**src/rtl/pipe_control_unit.sv**
```systemverilog
// pipe_control_unit: ID decoder + ID/EX control register; in: clk, reset, Opcode1/Funct1/Rs1/Rt1, IDEX_Rt, flush; out: stall, *_ex control bundle, ALUOp_ex, Illegal_ex, mult_busy
module pipe_control_unit #(
  parameter int ALUOP_W     = 4,
  parameter int REG_AW      = 5,
  parameter int MULT_CYCLES = 1
) (
  input  logic               clk,
  input  logic               reset,
  input  logic [5:0]         Opcode1,
  input  logic [5:0]         Funct1,
  input  logic [REG_AW-1:0]  Rs1,
  input  logic [REG_AW-1:0]  Rt1,
  input  logic [REG_AW-1:0]  IDEX_Rt,
  input  logic               flush,
  output logic               stall,
  output logic               JtoPC_ex,
  output logic               Branch_ex,
  output logic               RegWrite_ex,
  output logic               RegDst_ex,
  output logic               ALUSrc_ex,
  output logic               MemWrite_ex,
  output logic               MemRead_ex,
  output logic               MemtoReg_ex,
  output logic [ALUOP_W-1:0] ALUOp_ex,
  output logic               Illegal_ex,
  output logic               mult_busy
);
  localparam int MW = $clog2(MULT_CYCLES) + 1;
  typedef struct packed {
    logic               j, b, rw, rd, as, mw, mr, mt, ill;
    logic [ALUOP_W-1:0] op;
  } ctl_t;
  ctl_t          ctl_d, ctl_q;
  logic          is_mult, load_use;
  logic [MW-1:0] mcnt_q;
  always_comb begin
    ctl_d   = '0;
    is_mult = 1'b0;
    case (Opcode1)
      6'b000000: begin
        case (Funct1)
          6'b000000: ctl_d.op = '0;
          6'b100000: ctl_d.op = ALUOP_W'(1);
          6'b100010: ctl_d.op = ALUOP_W'(2);
          6'b100100: ctl_d.op = ALUOP_W'(3);
          6'b100101: ctl_d.op = ALUOP_W'(4);
          6'b011000: ctl_d.op = ALUOP_W'(5);
          6'b100110: ctl_d.op = ALUOP_W'(6);
          6'b100111: ctl_d.op = ALUOP_W'(7);
          6'b101010: ctl_d.op = ALUOP_W'(8);
          default:   ctl_d.ill = 1'b1;
        endcase
        ctl_d.rw = ctl_d.op != '0;
        ctl_d.rd = ctl_d.op != '0;
        is_mult  = Funct1 == 6'b011000;
      end
      6'b000100: begin ctl_d.b = 1'b1; ctl_d.as = 1'b1; ctl_d.op = ALUOP_W'(9); end
      6'b000010: begin ctl_d.j = 1'b1; ctl_d.op = ALUOP_W'(10); end
      6'b100011: begin ctl_d.rw = 1'b1; ctl_d.as = 1'b1; ctl_d.mr = 1'b1; ctl_d.mt = 1'b1; ctl_d.op = ALUOP_W'(11); end
      6'b101011: begin ctl_d.as = 1'b1; ctl_d.mw = 1'b1; ctl_d.op = ALUOP_W'(12); end
      6'b001000: begin ctl_d.rw = 1'b1; ctl_d.as = 1'b1; ctl_d.op = ALUOP_W'(13); end
      6'b000101: begin ctl_d.b = 1'b1; ctl_d.as = 1'b1; ctl_d.op = ALUOP_W'(14); end
      default:   ctl_d.ill = 1'b1;
    endcase
  end
  assign load_use  = ctl_q.mr && IDEX_Rt != '0 && (IDEX_Rt == Rs1 || IDEX_Rt == Rt1);
  assign mult_busy = mcnt_q != '0;
  assign stall     = load_use | mult_busy;
  always_ff @(posedge clk) begin
    if (reset || flush) begin
      ctl_q  <= '0;
      mcnt_q <= '0;
    end else if (mult_busy) begin
      mcnt_q <= mcnt_q - 1'b1;
    end else if (load_use) begin
      ctl_q <= '0;
    end else begin
      ctl_q  <= ctl_d;
      mcnt_q <= is_mult ? MW'(MULT_CYCLES - 1) : '0;
    end
  end
  assign {JtoPC_ex, Branch_ex, RegWrite_ex, RegDst_ex, ALUSrc_ex, MemWrite_ex,
          MemRead_ex, MemtoReg_ex, Illegal_ex, ALUOp_ex} = ctl_q;
endmodule

```
**config.mk**
```make
export PLATFORM = sky130hd
export DESIGN_NAME = pipe_control_unit
export DESIGN_NICKNAME = d
export VERILOG_FILES = /design/src/rtl/pipe_control_unit.sv
export SDC_FILE = /design/constraint.sdc
export NUM_CORES = 1
export LEC_CHECK = 0
export ABC_AREA = 1
export ABC_CLOCK_PERIOD_IN_PS = 3700
export CAP_MARGIN = 20
export CELL_PAD_IN_SITES_DETAIL_PLACEMENT = 0
export CELL_PAD_IN_SITES_GLOBAL_PLACEMENT = 2
export CORE_ASPECT_RATIO = 0.5
export CORE_MARGIN = 5
export CORE_UTILIZATION = 23
export DETAILED_ROUTE_END_ITERATION = 10
export PLACE_DENSITY_LB_ADDON = 0.3
export SLEW_MARGIN = 20
export SYNTH_ARGS = -nofsm -noshare
export SYNTH_HDL_FRONTEND = slang
export SYNTH_SLANG_ARGS = --single-unit
```
**constraint.sdc**
```tcl
create_clock -name clk -period 3.7 [get_ports clk]
set_clock_uncertainty 0.15 [all_clocks]
set_input_delay 0.74 -clock clk [delete_from_list [all_inputs] [get_ports clk]]
set_output_delay 0.74 -clock clk [all_outputs]
set_load 0.05 [all_outputs]
```
Word level (Yosys, flattened, before mapping)
Index checks and enable logic that the tools add are counted.
- word-level logic and storage cells: 57
- register bits: 14
- output and inout bits: 15
- add/sub/neg operators: 1
- equality and inequality tests: 16
- multiplexer cells: 13
- reduce and logical (&&, ||, !) cells: 14
- bitwise operators: 2
- operator list (cell ; count):
    equality test 6 bit (second input constant) ; 9
    case mux 4 bit (8 select lines) ; 1
    case mux 4 bit (7 select lines) ; 1
    2-to-1 mux 13 bit ; 1
    equality test 6 x 3 -> 1 bit (second input constant) ; 2
    zero test 6 bit ; 2
    equality test 5 bit ; 2
    OR reduction 9 bit ; 1
    equality test 6 x 2 -> 1 bit (second input constant) ; 1
    equality test 6 x 4 -> 1 bit (second input constant) ; 1
    equality test 6 x 5 -> 1 bit (second input constant) ; 1
    2-to-1 mux 1 bit ; 6
    OR reduction 2 bit ; 3
    OR reduction 6 bit ; 1
    nonzero test 5 bit ; 1
    OR reduction 5 bit ; 1
    2-to-1 mux 4 bit ; 1
    case mux 1 bit (2 select lines) ; 2
    nonzero test 4 bit ; 1
    logical AND 1 bit ; 2
    logical OR 1 bit ; 2
    2-to-1 mux 2 bit ; 1
    NOT 1 bit ; 1
    OR 1 bit ; 1
    subtractor 1 bit (second input constant) ; 1

Logic depth before layout (Yosys ltp)
- depth in word-level cells: 6
- gate-level depth with buffers: 10
- gate-level depth less buffers: 10

Worst setup path before layout
Ideal clock, no wire load.
- path type: in2out
- start: input port IDEX_Rt[4]
- end: output port stall
- path buffers: 1
- slack: 1.143 ns
- stages: 7
- arrival time: 1.667 ns
- path through: xor2_1 > nor2_1 > nand3_1 > nand2_1 > nand2_2 > buf_6 > nand2_1
- cells in the longest elaborated chain, start to end: 4
- elaborated cells on any way between the ends: 7
- classes of those cells: eq/ne (2); bitwise (1); reduce/logical (4)
- ends and longest elaborated chain (element ; line ; text):
    start, declared ; 13 ; input logic [REG_AW-1:0] IDEX_Rt,
    equality test 5 bit or nonzero test 5 bit (tied branches) ; 66 ; assign load_use = ctl_q.mr && IDEX_Rt != '0 && (IDEX_Rt == Rs1 || IDEX_Rt == Rt1);
    logical OR 1 bit or logical AND 1 bit (tied branches) ; 66 ;
    logical AND 1 bit (*) ; 66 ;
    OR 1 bit (*) ; 68 ; assign stall = load_use | mult_busy;
    end, declared ; 15 ; output logic stall,
Mark *: on every way between the ends. The rest lies on a longest branch, timed or not.

Final worst setup path
- start: input port IDEX_Rt[2]
- end: output port stall
Same word-level chain as after synthesis.

==> results.ini <==
[outcome]
status = finished clean

[global_route]
antenna_found_initial = 0
grt_pass1_wl_mm = 4.77
grt_util_all_layers_pct = 9.19
grt-ovfl-total = 0
grt_pass1_vias = 1044
grt_max_degree = 15

[worst_setup_path]
cp-start-kind = primary input
path_class = in -> out
cp_data_required_time_ns = 2.81
crit_path_cell_trace = clkdlybuf4s50_1 -> xor2_1 -> nor2_1 -> nand3_1 -> nand2_1 -> nand2_2 -> nand2_1 -> buf_12
max_stage_delay_ns = 0.52
cp.arrival_ns = 2.25
crit_path_end_kind = output port
cp_max_fo = 13
cpMostUsedCell = nand2_1
crit_slowest_cell = clkdlybuf4s50_1

[sta]
rsz0062_at_grt = no
fin_tns_setup_ns = 0
max-slew-margin-rel_pct = 65.2
setup_viol = 0
max_freq_ghz = 0.318
worst_pin_slew_ns = 0.521
slew_violations = 0
period_share_pct = 84.9
hold_viol_final = 0
finalWorstPathRequiredPeriod_ns = 3.14

[clock_tree]
insertion_delay_ns = 0.24
cts-resized-gates = 0
cts_buffer_depth = 2
holdBufCountCts = 0
tritoncts = built
post_cts_buffers = 0
root_buffer = clkbuf_8
path_clk_slew_ns = 0.06
clock_sinks = 13
cts_buffers = 3
htreeDepth = 1

[final_layout]
syn_to_final_growth_pct = 50.0
fin_nets = 242
final_area_um2 = 1640
postLayoutCoreUtil_pct = 36.5
drive_above_1_share_pct = 14.7
antenna_cells = 0

[floorplanning]
dieArea_um2 = 6320
num_rows = 17
io_pins = 45
core_um2 = 4490
fp.dieW_um = 108
start_util_pct = 24.4
die_h_um = 58.8

[routing]
vias_per_cell = 4.08
drt_first_pass_iters = 6
route.detailed.drc = 0
wl_per_cell_um = 10.4
wl_mm = 2.88
vias = 1131
drt_iter0_drc = 31
ant_nets = 0

[synthesis]
synth_top_flop_cell = dfxtp_1
ys_types = 25
synth.area.top_cells = dfxtp_1, nand2_1, nor2_1
avgSynthCellArea_um2 = 6.51
async_flop_share_pct = 0
synth_fp_nets = 198
ys_warn_count = 0
synth_cells = 168
synth.top_cells.by_count = nand2_1, nor2_1, inv_1, nand3_1, dfxtp_1
synth_edf_count = 0
netlist.top_cell.by_area = dfxtp_1
yosysMostFrequentCell = nand2_1
synth_area_um2 = 1090
ys_ff_latch = 13
ys_seq_area_share_pct = 23.8
yosysTopAreaCellShare_pct = 23.8

[pwr]
power_density_nw_per_um2 = 224
finalPower_uw = 368
ir_worst_vdd_mv = 0.0614
p_leak_uw = 0.000698

[worst_hold_path]
min_path_type = reg -> reg

[placement]
placed_cell_area_um2 = 1600
gp_congestion = 0.745
portBuffers = 44
place_hpwl_mm = 2.42

[run]
max_cap_viol_count = 0

[worst max-delay path: cells and delay by family]
kind | cells | cell delay [ns]
simple gates | 5 | 0.61
xor+xnor | 1 | 0.18
buf+inv | 2 | 0.70
[final timing paths]
kind,endpoint,startpoint,slack [ns],cells past startpoint
max,stall,IDEX_Rt[2],0.56,8
min,RegWrite_ex,RegWrite_ex,0.31,2
max reg2reg,RegWrite_ex,mult_busy,2.18,3
min reg2reg,RegWrite_ex,RegWrite_ex,0.31,2
[kinds of logic (layout without fill, tap and decap cells)]
logic type / count (synthesis) / in the layout / synth area share (%)
XOR/XNOR: 10 / 10 / 8.01
AO/OA/AOI/OAI: 17 / 17 / 11.0
other: 1 / 1 / 0.343
AND/OR/NAND/NOR: 103 / 103 / 47.5
flip-flops: 13 / 13 / 23.8
buffers and inverters: 24 / 67 / 9.38
[sequential cells by signal, summed over array words and instances, names as in the netlist]
register and cells:
MemRead_ex 1, ALUSrc_ex 1, Illegal_ex 1, RegWrite_ex 1
RegDst_ex 1, JtoPC_ex 1, MemWrite_ex 1, ALUOp_ex 4
Branch_ex 1, mult_busy 1
[per-layer routing]
metal / wire length (um) / track usage (%) / share of wire, %
met4: 41 / 3.24 / 1.4
met5: 0 / 0 / 0
met1: 1560 / 13.9 / 54
met3: 171 / 0.986 / 5.9
met2: 1100 / 13.3 / 38
[layout make-up]
cell class,instances,area [um^2]
Clock buffer,4,45.0
Sequential cell,13,260
Multi-Input combinational cell,131,731
Fill cell,504,2850
Timing Repair Buffer,44,450
Tap cell,66,82.6
Inverter,19,71.3
[per-stage QoR]
stage / instances / hold WS (ns) / worst slack (ns)
finish: 277 / 0.315 / 0.559
detailed placement: 273 / 0.310 / 0.556
CTS: 277 / 0.318 / 0.547
floorplan: 168 / 0.540 / 1.14
global route: 277 / 0.336 / 0.415
global placement: 273 / 0.307 / 0.553
[where the power goes]
group	leakage, uW	internal [uW]	switching (uW)
sequential	0.000105	142	2.77
combinational	0.000570	48.1	49.3
clock	0.0000228	76.0	50.2
total	0.000698	266	102
[layout by cell type (no fill, tap or decap)]
cell type / count
clkbuf_1: 1
nand2_2: 1
a21oi_1: 3
inv_1: 19
nor2_1: 26
or2_2: 1
conb_1: 1
dfxtp_1: 13
nand3_1: 17
xnor2_1: 2
nor2_4: 3
nor2_2: 3
clkbuf_8: 3
buf_12: 1
nand3_4: 1
nand2_1: 40
a21oi_2: 9
and3_1: 1
o21ai_0: 4
nand3_2: 8
clkdlybuf4s50_1: 43
nand4_1: 1
a31oi_1: 1
nand3b_2: 1
xor2_1: 8
No activity file was read; power rests on OpenSTA's default activity.
